[config.mk]
export PLATFORM = sky130hd
export DESIGN_NAME = pong_match_sequencer
export DESIGN_NICKNAME = d
export VERILOG_FILES = /design/src/rtl/pong_pkg.sv /design/src/rtl/pong_key_decoder.sv /design/src/rtl/pong_match_sequencer.sv
export SDC_FILE = /design/constraint.sdc
export NUM_CORES = 1
export LEC_CHECK = 0
export BUFFER_PORTS_ARGS = -buffer_cell sky130_fd_sc_hd__buf_2
export CORE_MARGIN = 5
export CORE_UTILIZATION = 55
export CTS_CLUSTER_DIAMETER = 100
export DETAILED_ROUTE_END_ITERATION = 12
export PLACE_DENSITY = 0.83
export SLEW_MARGIN = 5
export SYNTH_ARGS = -nofsm -noshare
export SYNTH_HDL_FRONTEND = slang
export SYNTH_HIERARCHICAL = 1
export SYNTH_SLANG_ARGS = --single-unit
[constraint.sdc]
create_clock -name clk -period 3 [get_ports clk]
set_input_delay 0.6 -clock clk [delete_from_list [all_inputs] [get_ports clk]]
set_output_delay 0.6 -clock clk [all_outputs]
set_load 0.02 [all_outputs]
[src/rtl/pong_pkg.sv]
// pong_pkg
//   Shared definitions for the Pong match controller.
//   - state_t : match sequencer state encoding (IDLE..GAME_OVER)
//   - SC_*    : PS/2 scan-code constants (break prefix, extended prefix,
//               space = start key, P = pause key)
//   - sat_inc : saturating score increment
package pong_pkg;

  typedef enum logic [2:0] {
    ST_IDLE,
    ST_SERVE,
    ST_PLAY,
    ST_POINT,
    ST_PAUSE,
    ST_GAME_OVER
  } state_t;

  localparam logic [7:0] SC_BREAK  = 8'hF0;
  localparam logic [7:0] SC_EXTEND = 8'hE0;
  localparam logic [7:0] SC_SPACE  = 8'h29;
  localparam logic [7:0] SC_P      = 8'h4D;

  function automatic logic [2:0] sat_inc(input logic [2:0] s, input logic [2:0] lim);
    return (s >= lim) ? lim : s + 3'd1;
  endfunction

endpackage

[src/rtl/pong_key_decoder.sv]
// pong_key_decoder
//   Turns the raw PS/2 byte stream into start/pause key strobes.
//   A break prefix (F0) swallows the following byte (key release), the
//   extended prefix (E0) is dropped. Strobes are combinational and only as
//   wide as ps2_valid, so the sequencer acts on them exactly once.
// Ports
//   clk, rst           clock, synchronous active-high reset
//   ps2_valid          new byte strobe
//   ps2_data[7:0]      scan-code byte
//   start_key          make code of KEY_START seen this cycle
//   pause_key          make code of KEY_PAUSE seen this cycle
module pong_key_decoder
  import pong_pkg::*;
#(
  parameter logic [7:0] KEY_START = SC_SPACE,
  parameter logic [7:0] KEY_PAUSE = SC_P
) (
  input  logic       clk,
  input  logic       rst,
  input  logic       ps2_valid,
  input  logic [7:0] ps2_data,
  output logic       start_key,
  output logic       pause_key
);

  logic break_reg;
  logic make_valid;

  always_ff @(posedge clk) begin
    if (rst) begin
      break_reg <= 1'b0;
    end else if (ps2_valid) begin
      if (break_reg)
        break_reg <= 1'b0;             // released key code consumed
      else if (ps2_data == SC_BREAK)
        break_reg <= 1'b1;
    end
  end

  assign make_valid = ps2_valid && !break_reg &&
                      (ps2_data != SC_BREAK) && (ps2_data != SC_EXTEND);
  assign start_key  = make_valid && (ps2_data == KEY_START);
  assign pause_key  = make_valid && (ps2_data == KEY_PAUSE);

endmodule

[src/rtl/pong_match_sequencer.sv]
// pong_match_sequencer
//   Match controller for the Pong datapath: IDLE -> SERVE -> PLAY -> POINT
//   -> (SERVE | GAME_OVER), with PAUSE reachable from SERVE and PLAY.
//   One down-counter times both the serve delay and the point hold; it is
//   frozen while paused so a resumed serve continues where it stopped.
//   All outputs are registered and follow their cause by one cycle.
// Optional feature
//   PONG_AUDIO_EN : when defined, audio_beep is high for 8 frame ticks after
//                   each accepted point; otherwise audio_beep is tied low.
// Ports
//   clk, rst                 clock, synchronous active-high reset
//   frame_tick               one strobe per video frame (delay time base)
//   ps2_valid, ps2_data      PS/2 scan-code byte stream
//   point_p1, point_p2       scoring strobes from the datapath
//   stand                    1 = datapath frozen
//   start_pulse              reset_to_start pulse
//   checkpoint_pulse         reset_to_checkpoint pulse
//   score_p1, score_p2       scores 0..WIN_SCORE
//   game_over, winner        match finished / who won (0 = player 1)
//   paused                   1 while paused
//   audio_beep               point tone
module pong_match_sequencer
  import pong_pkg::*;
#(
  parameter int         WIN_SCORE         = 6,
  parameter int         SERVE_DELAY_TICKS = 120,
  parameter int         POINT_HOLD_TICKS  = 60,
  parameter logic [7:0] KEY_START         = SC_SPACE,
  parameter logic [7:0] KEY_PAUSE         = SC_P
) (
  input  logic       clk,
  input  logic       rst,
  input  logic       frame_tick,
  input  logic       ps2_valid,
  input  logic [7:0] ps2_data,
  input  logic       point_p1,
  input  logic       point_p2,
  output logic       stand,
  output logic       start_pulse,
  output logic       checkpoint_pulse,
  output logic [2:0] score_p1,
  output logic [2:0] score_p2,
  output logic       game_over,
  output logic       winner,
  output logic       paused,
  output logic       audio_beep
);

  localparam int MAX_DELAY = (SERVE_DELAY_TICKS > POINT_HOLD_TICKS) ?
                             SERVE_DELAY_TICKS : POINT_HOLD_TICKS;
  localparam int TW = $clog2(MAX_DELAY + 1);
  localparam logic [TW-1:0] SERVE_LOAD = TW'(SERVE_DELAY_TICKS);
  localparam logic [TW-1:0] POINT_LOAD = TW'(POINT_HOLD_TICKS);
  localparam logic [2:0]    WIN        = 3'(WIN_SCORE);

  logic start_key, pause_key;

  pong_key_decoder #(
    .KEY_START (KEY_START),
    .KEY_PAUSE (KEY_PAUSE)
  ) u_key_decoder (
    .clk       (clk),
    .rst       (rst),
    .ps2_valid (ps2_valid),
    .ps2_data  (ps2_data),
    .start_key (start_key),
    .pause_key (pause_key)
  );

  state_t        state_reg, state_next;
  state_t        saved_reg, saved_next;
  logic [TW-1:0] timer_reg, timer_next;
  logic [2:0]    score_p1_reg, score_p1_next;
  logic [2:0]    score_p2_reg, score_p2_next;
  logic          winner_reg, winner_next;
  logic          start_next, checkpoint_next;
  logic          stand_reg, start_pulse_reg, checkpoint_pulse_reg;
  logic          game_over_reg, paused_reg;
  logic          point_accept;

  always_comb begin
    state_next      = state_reg;
    saved_next      = saved_reg;
    timer_next      = timer_reg;
    score_p1_next   = score_p1_reg;
    score_p2_next   = score_p2_reg;
    winner_next     = winner_reg;
    start_next      = 1'b0;
    checkpoint_next = 1'b0;
    point_accept    = 1'b0;

    case (state_reg)
      ST_IDLE, ST_GAME_OVER: begin
        if (start_key) begin
          state_next    = ST_SERVE;
          timer_next    = SERVE_LOAD;
          score_p1_next = 3'd0;
          score_p2_next = 3'd0;
          start_next    = 1'b1;
        end
      end

      ST_SERVE: begin
        if (pause_key) begin
          saved_next = ST_SERVE;
          state_next = ST_PAUSE;
        end else if (frame_tick) begin
          // Last tick of the delay moves straight on instead of sitting at 0.
          if (timer_reg <= TW'(1)) begin
            timer_next = '0;
            state_next = ST_PLAY;
          end else begin
            timer_next = timer_reg - TW'(1);
          end
        end
      end

      ST_PLAY: begin
        // Player 1 wins a simultaneous strobe; any point beats a key.
        if (point_p1 || point_p2) begin
          point_accept = 1'b1;
          state_next   = ST_POINT;
          timer_next   = POINT_LOAD;
          if (point_p1) score_p1_next = sat_inc(score_p1_reg, WIN);
          else          score_p2_next = sat_inc(score_p2_reg, WIN);
        end else if (pause_key) begin
          saved_next = ST_PLAY;
          state_next = ST_PAUSE;
        end
      end

      ST_POINT: begin
        if (frame_tick) begin
          if (timer_reg <= TW'(1)) begin
            if (score_p1_reg == WIN || score_p2_reg == WIN) begin
              timer_next  = '0;
              state_next  = ST_GAME_OVER;
              winner_next = (score_p2_reg == WIN);
            end else begin
              timer_next      = SERVE_LOAD;
              state_next      = ST_SERVE;
              checkpoint_next = 1'b1;
            end
          end else begin
            timer_next = timer_reg - TW'(1);
          end
        end
      end

      ST_PAUSE: begin
        if (pause_key) state_next = saved_reg;
      end

      default: state_next = ST_IDLE;
    endcase
  end

  always_ff @(posedge clk) begin
    if (rst) begin
      state_reg            <= ST_IDLE;
      saved_reg            <= ST_IDLE;
      timer_reg            <= '0;
      score_p1_reg         <= 3'd0;
      score_p2_reg         <= 3'd0;
      winner_reg           <= 1'b0;
      stand_reg            <= 1'b1;
      start_pulse_reg      <= 1'b0;
      checkpoint_pulse_reg <= 1'b0;
      game_over_reg        <= 1'b0;
      paused_reg           <= 1'b0;
    end else begin
      state_reg            <= state_next;
      saved_reg            <= saved_next;
      timer_reg            <= timer_next;
      score_p1_reg         <= score_p1_next;
      score_p2_reg         <= score_p2_next;
      winner_reg           <= winner_next;
      stand_reg            <= (state_next != ST_PLAY);
      start_pulse_reg      <= start_next;
      checkpoint_pulse_reg <= checkpoint_next;
      game_over_reg        <= (state_next == ST_GAME_OVER);
      paused_reg           <= (state_next == ST_PAUSE);
    end
  end

  assign stand            = stand_reg;
  assign start_pulse      = start_pulse_reg;
  assign checkpoint_pulse = checkpoint_pulse_reg;
  assign score_p1         = score_p1_reg;
  assign score_p2         = score_p2_reg;
  assign game_over        = game_over_reg;
  assign winner           = winner_reg;
  assign paused           = paused_reg;

`ifdef PONG_AUDIO_EN
  logic [3:0] beep_cnt_reg, beep_cnt_next;
  logic       audio_beep_reg;

  // Each accepted point reloads the full 8-tick tone.
  always_comb begin
    beep_cnt_next = beep_cnt_reg;
    if (point_accept)
      beep_cnt_next = 4'd8;
    else if (frame_tick && beep_cnt_reg != 4'd0)
      beep_cnt_next = beep_cnt_reg - 4'd1;
  end

  always_ff @(posedge clk) begin
    if (rst) begin
      beep_cnt_reg   <= 4'd0;
      audio_beep_reg <= 1'b0;
    end else begin
      beep_cnt_reg   <= beep_cnt_next;
      audio_beep_reg <= (beep_cnt_next != 4'd0);
    end
  end

  assign audio_beep = audio_beep_reg;
`else
  logic audio_unused;
  assign audio_unused = point_accept;
  assign audio_beep   = 1'b0;
`endif

endmodule

==> flow_summary.toml, run 1 <==
[place]
place_hpwl_um = 2490
gp_congestion = 0.859
dpl.cell_count = 244
place_ws_ns = 0.322
io_buffers = 25

[clocking]
cts_inserted_buffers = 3
cts_resized = 0
cts_hold_buf = 0
cts.reportedPaths.clkPinSlew_ns = 0.14
clk_latency_ns = 0.33
clock-root-buffer = "clkbuf_4"
clock_sinks = 25
cts_max_path_buffers = 2
htreeDepth = 1
post-cts-setup-buffers = 0
cts_tree = "done"

[worst_setup_path]
critical_path_class = "in -> reg"
worstSetupEndpointType = "flip-flop"
required_ns = 3.25
reg2reg_depth = 7
start_kind = "input port"
cp_max_fo = 5
arrival_ns = 2.63

[detailed_routing]
via_per_inst = 5.97
vias = 1481
drt_iter0_markers = 99
wl_per_cell_um = 13.6
dr.pass1.iters = 4
drc = 0
routed_wl_um = 3360
ant_nets = 0

[finish]
layout-drive-gt1-share = 0.180
diodes = 0
synthToLayoutAreaGrowth_pct = 11.5
largest_reg_flops = 7
final_util = 0.631
layout_common_cells = "dfxtp_1 (25), buf_2 (25), nor2_1 (20), a21oi_1 (14)"
nets = 238
fin_cells = 248

[grt]
track_usage = 0.178
grt-ovfl-total = 0
grt_pass1_vias = 1325
antenna_found_initial = 0
grt_max_degree = 27
grt_pass1_wl_um = 5890

[timing]
final.setup.tns_ns = 0
worst_pin_slew_ns = 0.606
setup_slack_ns = 0.626
finalSetupViolCount = 0
slew_viol_final = 0
period_share = 0.791
rsz0062_at_grt = "no"
relSlewSlack = 0.596
fmax_mhz = 421
min_period_ns = 2.37
fin_skew_ns = 0.0110
finalHoldViolCount = 0

[power_and_ir_drop]
clkPwrFrac = 0.298
p_sw_frac = 0.245
leakage_nw = 0.661
internal-power_uw = 400
switching_power_uw = 130
power.share.sequential = 0.632
p_per_area_nw_per_um2 = 307
pwr-share-comb = 0.070
ir_drop_mv = 0.273

[floorplan]
fp.coreArea_um2 = 2730
io_pins = 27
rows = 19
initial_core_util = 0.566
die_width_um = 63.0
die_h_um = 63.0
fp.dieArea_um2 = 3970

[synthesis]
synth_top_area_frac = 0.324
synth-async-reset-ratio = 0
synth_nets = 214
synthCells = 194
yosys_warnings = 6
yosys-top-cells-area = "dfxtp_1 (32%), ha_1 (4.9%), nor2_1 (4.9%), a21oi_1 (4.5%), o21ai_0 (3.6%)"
synth_cell_types = 51
synth-main-ff-cell = "dfxtp_1"
yosys.area.top_type = "dfxtp_1"
synth_area_um2 = 1550
synth_enable_flop_cells = 0
syn_area_per_cell_um2 = 7.97
synth-seq-cells = 25
seq_area_frac_synth = 0.324

[outcome]
status = "finished clean"

[hold_path]
holdPathStages = 2
hold_path_class = "reg -> reg"

[job]
drv_cap = 0
kinds of logic (layout without fill, tap and decap cells):
family | Yosys count | count (layout) | share of synthesized area
buffers and inverters | 21 | 44 | 0.0542
AND/OR/NAND/NOR | 81 | 81 | 0.307
adder cells (fa/ha/maj) | 6 | 6 | 0.0485
other | 1 | 1 | 0.00242
flip-flops | 25 | 25 | 0.324
AO/OA/AOI/OAI | 57 | 57 | 0.245
multiplexers | 3 | 3 | 0.0194
worst max-delay path, cell delays in order:
cell	delay [ns]
buf_2	0.10
or4bb_1	0.52
nor4_1	0.40
nor2b_1	0.27
nand3b_1	0.23
nand2b_1	0.19
o21ai_0	0.10
a211oi_1	0.22
power groups by stage:
| stage | registers (mW) | logic, mW | clock network, mW |
|---|---|---|---|
| 2_1_floorplan | 0.341 | 0.0225 | 0 |
| 3_3_place_gp | 0.342 | 0.0366 | 0 |
| 3_5_place_dp | 0.342 | 0.0372 | 0 |
| 4_1_cts | 0.335 | 0.0373 | 0.166 |
| 5_1_grt | 0.335 | 0.0414 | 0.181 |
| 6_report | 0.335 | 0.0373 | 0.158 |
cell type report:
cell class              instances  area, um2
multi-input cells             148        962
fillers                       233       1010
flip-flops and latches         25        500
well taps                      31       38.8
inverters                      12       45.0
clock buffers                   3       22.5
repair buffers                 28        148
clock inverters                 1       7.51
metal layers:
layer | share of wire | global-route usage
met3 | 0.062 | 0.0270
met4 | 0.012 | 0.0716
met1 | 0.49 | 0.248
met5 | 0 | 0
met2 | 0.44 | 0.271
per-stage QoR:
step | hold WS (ns) | total power, mW | area [um2]
global placement | 0.473 | 0.379 | 1690
floorplan | 0.447 | 0.364 | 1550
global route | 0.523 | 0.557 | 1720
detailed placement | 0.468 | 0.379 | 1690
CTS | 0.491 | 0.538 | 1720
finish | 0.487 | 0.530 | 1720
synth_stat cells (2+ instances only):
| library cell | count |
|---|---|
| nand2_1 | 12 |
| and2_1 | 2 |
| nand2b_1 | 6 |
| nor2b_1 | 3 |
| o21ai_0 | 11 |
| a21oi_1 | 14 |
| ha_1 | 6 |
| nor3_1 | 9 |
| o22ai_1 | 2 |
| or4bb_1 | 3 |
| nor2_1 | 20 |
| a221oi_1 | 2 |
| nand3_1 | 5 |
| nor4_1 | 4 |
| o32ai_1 | 2 |
| nand3b_1 | 2 |
| o31ai_1 | 2 |
| clkbuf_1 | 7 |
| nor3b_1 | 2 |
| nand4_1 | 2 |
| dfxtp_1 | 25 |
| a22oi_1 | 2 |
| a31oi_1 | 2 |
| inv_1 | 12 |
| a21boi_0 | 3 |
| a211oi_1 | 6 |
| a21o_1 | 2 |
| mux2i_1 | 3 |
final timing paths:
path                                             start                        end  slack, ns
hold / removal               saved_reg[1]$_SDFFE_PP0P_  saved_reg[1]$_SDFFE_PP0P_       0.49
hold reg to reg              saved_reg[1]$_SDFFE_PP0P_  saved_reg[1]$_SDFFE_PP0P_       0.49
setup reg to reg  u_key_decoder/break_reg$_SDFFE_PP0P_  timer_reg[3]$_SDFFE_PP0P_       0.72
setup / recovery                           ps2_data[4]  timer_reg[3]$_SDFFE_PP0P_       0.63
(Power assumes the default switching activity.)
==> inputs of run 2 (changes only) <==
- CORE_UTILIZATION: 55 -> 50
- PLACE_DENSITY: 0.83 -> 0.79
- clock period: 3 -> 2.1 ns (I/O delays scaled with it)
==> run 2 against run 1 <==
Critical path depth grew 1. Clock power grew 42%. Combinational power grew 66%. Critical path type unchanged.
==> flow_summary.toml, run 2 (synthesized netlist as in run 1, its figures left out) <==
[timing]
hold_slack_ns = 0.365
rsz0062_at_grt = "yes"
setup_slack_ns = 0.0365
fin_skew_ns = 0.00590
relSlewSlack = 0.541
fmax_mhz = 485
slew_viol_final = 0
period_share = 0.983
min_period_ns = 2.06
finalSetupViolCount = 0
finalHoldViolCount = 0
final.setup.tns_ns = 0
worst_pin_slew_ns = 0.687

[place]
place_ws_ns = -0.326
gp_congestion = 0.814
place_hpwl_um = 2640
io_buffers = 25
dpl.cell_count = 257

[finish]
final_common_cell = "buf_2"
diodes = 0
largest_reg_flops = 7
layout-drive-gt1-share = 0.286
layout_common_cells = "buf_2 (25), dfxtp_1 (24), nor2_1 (20), buf_4 (17)"
nets = 252
synthToLayoutAreaGrowth_pct = 23.7
fin_cells = 264

[clocking]
cts_hold_buf = 0
cts.reportedPaths.clkPinSlew_ns = 0.13
cts_inserted_buffers = 3
htreeDepth = 1
clock-root-buffer = "clkbuf_4"
clock_sinks = 25
cts_tree = "done"
cts_max_path_buffers = 2
clk_latency_ns = 0.33

[detailed_routing]
routed_wl_um = 3650
dr.pass1.iters = 4
vias = 1546
ant_nets = 0
via_per_inst = 5.86
drc = 0
drt_iter0_markers = 52
wl_per_cell_um = 13.8

[floorplan]
io_pins = 27
initial_core_util = 0.515
die_h_um = 65.6
die_width_um = 65.6
fp.dieArea_um2 = 4310
fp.coreArea_um2 = 3000
rows = 20

[grt]
grt-ovfl-total = 0
grt_pass1_wl_um = 6160
grt_max_degree = 27
grt_pass1_vias = 1424
track_usage = 0.177
antenna_found_initial = 0

[worst_setup_path]
arrival_ns = 2.33
required_ns = 2.37
start_kind = "input port"
worstSetupEndpointType = "flip-flop"
worstPathCellList = "buf_2 > or4bb_4 > nor4_4 > buf_4 > nand2b_1 > nand2_1 > a21boi_1 > or4_1 > a21oi_1"
startpoint = "ps2_data[7]"
slowest_delay_ns = 0.56
r2r-start = "u_key_decoder/break_reg$_SDFFE_PP0P_"
critical_path_class = "in -> reg"
cp_max_fo = 3
crit_slowest_cell = "or4bb_4"

[power_and_ir_drop]
p_per_area_nw_per_um2 = 400
total_power_uw = 765
leakage_nw = 0.764
ir_drop_mv = 0.288

[hold_path]
hold_path_class = "in -> reg"
min_from = "ps2_data[0]"

[job]
drv_cap = 0

[outcome]
status = "finished clean"
==> run 2: cell count changes in the layout (fill, tap and decap cells not counted), sizes merged <==
cell      change
buf          +14
clkbuf        +1
clkinvlp      -1
==> run 2: through the flow <==
| step | utilization | cell area [um2] |
|---|---|---|
| after floorplan | - | 1600 |
| after global placement | 0.608 | 1820 |
| after detailed placement | 0.608 | 1820 |
| after CTS | 0.620 | 1860 |
| after global routing | 0.637 | 1910 |
| final | 0.637 | 1910 |
==> run 2: report_power, final <==
group	total, mW	switching [mW]	internal (mW)
Sequential	0.478	0.00258	0.476
Clock	0.225	0.150	0.0746
Combinational	0.0621	0.0345	0.0276
Total	0.765	0.187	0.578
==> run 2: repair_timing <==
item	in CTS	in global routing
resized for setup	1	9
pin swaps	0	2
setup endpoints to repair	4	12
setup buffers	1	2
==> run 2: layout make-up <==
class	instances	area [um2]
clock buffer	4	26.3
fill	270	1090
inverter	12	45.0
multi-input combinational	148	1050
sequential	25	502
tap	33	41.3
timing repair buffer	42	253
==> run 2: worst paths after layout <==
path	endpoint	slack [ns]	cells after the start
worst max-delay path	score_p2[1]$_SDFFE_PP0P_	0.04	9
worst min-delay path	u_key_decoder/break_reg$_SDFFE_PP0P_	0.37	3
worst max register to register	score_p2[1]$_SDFFE_PP0P_	0.08	8
worst min register to register	saved_reg[1]$_SDFFE_PP0P_	0.49	2
==> run 2: critical path: cells and delay by family <==
family	cells	cell delay [ns]
buffers and inverters	2	0.26
AND/OR/NAND/NOR	5	1.43
AO/OA/AOI/OAI	2	0.22
==> run 2: metal layers <==
metal  track usage  vias up  wire length (um)
li1              -      791                 -
met1         0.232      714              1710
met2         0.290       36              1730
met3        0.0308        5               157
met4        0.0674        0                53
met5             0        -                 0
==> inputs of run 3 (changes only) <==
- CORE_ASPECT_RATIO: not set -> 1.5
==> run 3 against run 2 <==
The run now ends with setup timing left. Non-clock buffer count is 5 higher. Wire length is 16% higher. Utilization is 5.0 points higher. Sequential cell count stayed put. Critical path depth is 2 lower. Clock power is 28% higher. Global-route usage is 1.7 points higher. Maximum frequency is 5.3% lower. Combinational power is 8.2% higher. Via count is 6.6% higher. Critical endpoint unchanged. Largest cell class unchanged.
==> flow_summary.toml, run 3 (synthesized netlist as in run 1, its figures left out) <==
[grt]
grt_pass1_wl_um = 7040
track_usage = 0.194
grt-ovfl-total = 0
grt_pass1_vias = 1621
antenna_found_initial = 0
grt_max_degree = 21

[clocking]
clk_latency_ns = 0.27
cts.reportedPaths.clkPinSlew_ns = 0.09
clock-root-buffer = "clkbuf_8"
clock_sinks = 25
cts_hold_buf = 0
cts_tree = "done"
cts_max_path_buffers = 2
htreeDepth = 1
cts_inserted_buffers = 3

[place]
dpl.cell_count = 268
place_hpwl_um = 3110
io_buffers = 25
placed_cell_area_um2 = 1870
gp_congestion = 0.840

[hold_path]
hold_path_class = "in -> reg"

[detailed_routing]
drt_iter0_markers = 52
routed_wl_um = 4250
ant_nets = 0
wl_per_cell_um = 15.5
dr.pass1.iters = 6
drc = 0
via_per_inst = 5.99
vias = 1648

[timing]
setup_slack_ns = -0.0782
finalSetupViolCount = 15
slew_viol_final = 0
fmax_mhz = 459
rsz0062_at_grt = "yes"
period_share = 1.04
finalHoldViolCount = 0
min_period_ns = 2.18
fin_skew_ns = 0.00490

[finish]
largest_reg_flops = 7
fin_cells = 275
final_common_cell = "dfxtp_1"
layout-drive-gt1-share = 0.331
synthToLayoutAreaGrowth_pct = 30.8
nets = 257
diodes = 0
layout_common_cells = "dfxtp_1 (25), buf_2 (23), buf_4 (22), nor2_1 (19), inv_1 (12)"
stdcell_area_um2 = 2020

[outcome]
violations = "setup timing"
status = "finished, violations left"

[job]
drv_cap = 0

[floorplan]
io_pins = 27
die_width_um = 55.4
initial_core_util = 0.526
fp.dieArea_um2 = 4330
rows = 24
fp.coreArea_um2 = 2940
die_h_um = 78.1

[worst_setup_path]
cp_max_fo = 4
arrival_ns = 2.39
start_kind = "input port"
critical_path_class = "in -> reg"
worstSetupEndpointType = "flip-flop"
required_ns = 2.31

[power_and_ir_drop]
leakage_nw = 0.823
ir_drop_mv = 0.318
p_per_area_nw_per_um2 = 412
## run 3: repair_timing
action | 4_1_cts | 5_1_grt
endpoints found under the hold margin | 0 | 0
pin swaps | 9 | 6
resized for setup | 10 | 10
setup buffers | 1 | 2
setup endpoints to repair | 10 | 18
## run 3: per-stage QoR
stage | hold WS (ns) | util | setup slack (ns) | power (mW) | TNS (ns)
2_1_floorplan | 0.447 | - | -0.137 | 0.522 | -1.10
3_5_place_dp | 0.496 | 0.635 | -0.327 | 0.549 | -4.99
6_report | 0.416 | 0.688 | -0.0782 | 0.833 | -0.585
3_3_place_gp | 0.486 | 0.635 | -0.316 | 0.549 | -4.22
5_1_grt | 0.441 | 0.688 | -0.202 | 0.870 | -2.36
4_1_cts | 0.414 | 0.668 | -0.0478 | 0.834 | -0.134
## run 3: power by group
group	total, mW	switching [mW]	internal (mW)
Combinational	0.0672	0.0368	0.0304
Clock	0.289	0.156	0.133
Sequential	0.478	0.00257	0.475
## run 3: area by class of cell
class | instances | area [um2]
multi-input combinational | 148 | 1080
fill | 264 | 920
sequential | 25 | 500
timing repair buffer | 47 | 303
tap | 39 | 48.8
inverter | 12 | 45.0
clock buffer | 3 | 41.3
clock inverter | 1 | 5.00
## run 3: metal layers
metal | vias up | global-route usage | wire, um
li1 | 796 | - | -
met1 | 774 | 0.208 | 1680
met2 | 54 | 0.368 | 2220
met3 | 24 | 0.0279 | 173
met4 | 0 | 0.0876 | 173
met5 | - | 0 | 0
## run 3: worst max-delay path, stage by stage
cell and delay, ns:
buf_6 0.09, or4bb_4 0.56, nor4_4 0.39, nand4b_1 0.19
a21boi_1 0.19, or4_1 0.41, a21oi_1 0.12
## run 3: final timing paths
check,start,endpoint,slack (ns),depth (start not counted)
worst min register to register,saved_reg[1]$_SDFFE_PP0P_,saved_reg[1]$_SDFFE_PP0P_,0.52,2
worst max register to register,u_key_decoder/break_reg$_SDFFE_PP0P_,paused$_SDFF_PP0_,-0.03,8
worst max-delay path,ps2_data[4],score_p2[1]$_SDFFE_PP0P_,-0.08,7
worst min-delay path,ps2_valid,u_key_decoder/break_reg$_SDFFE_PP0P_,0.42,3
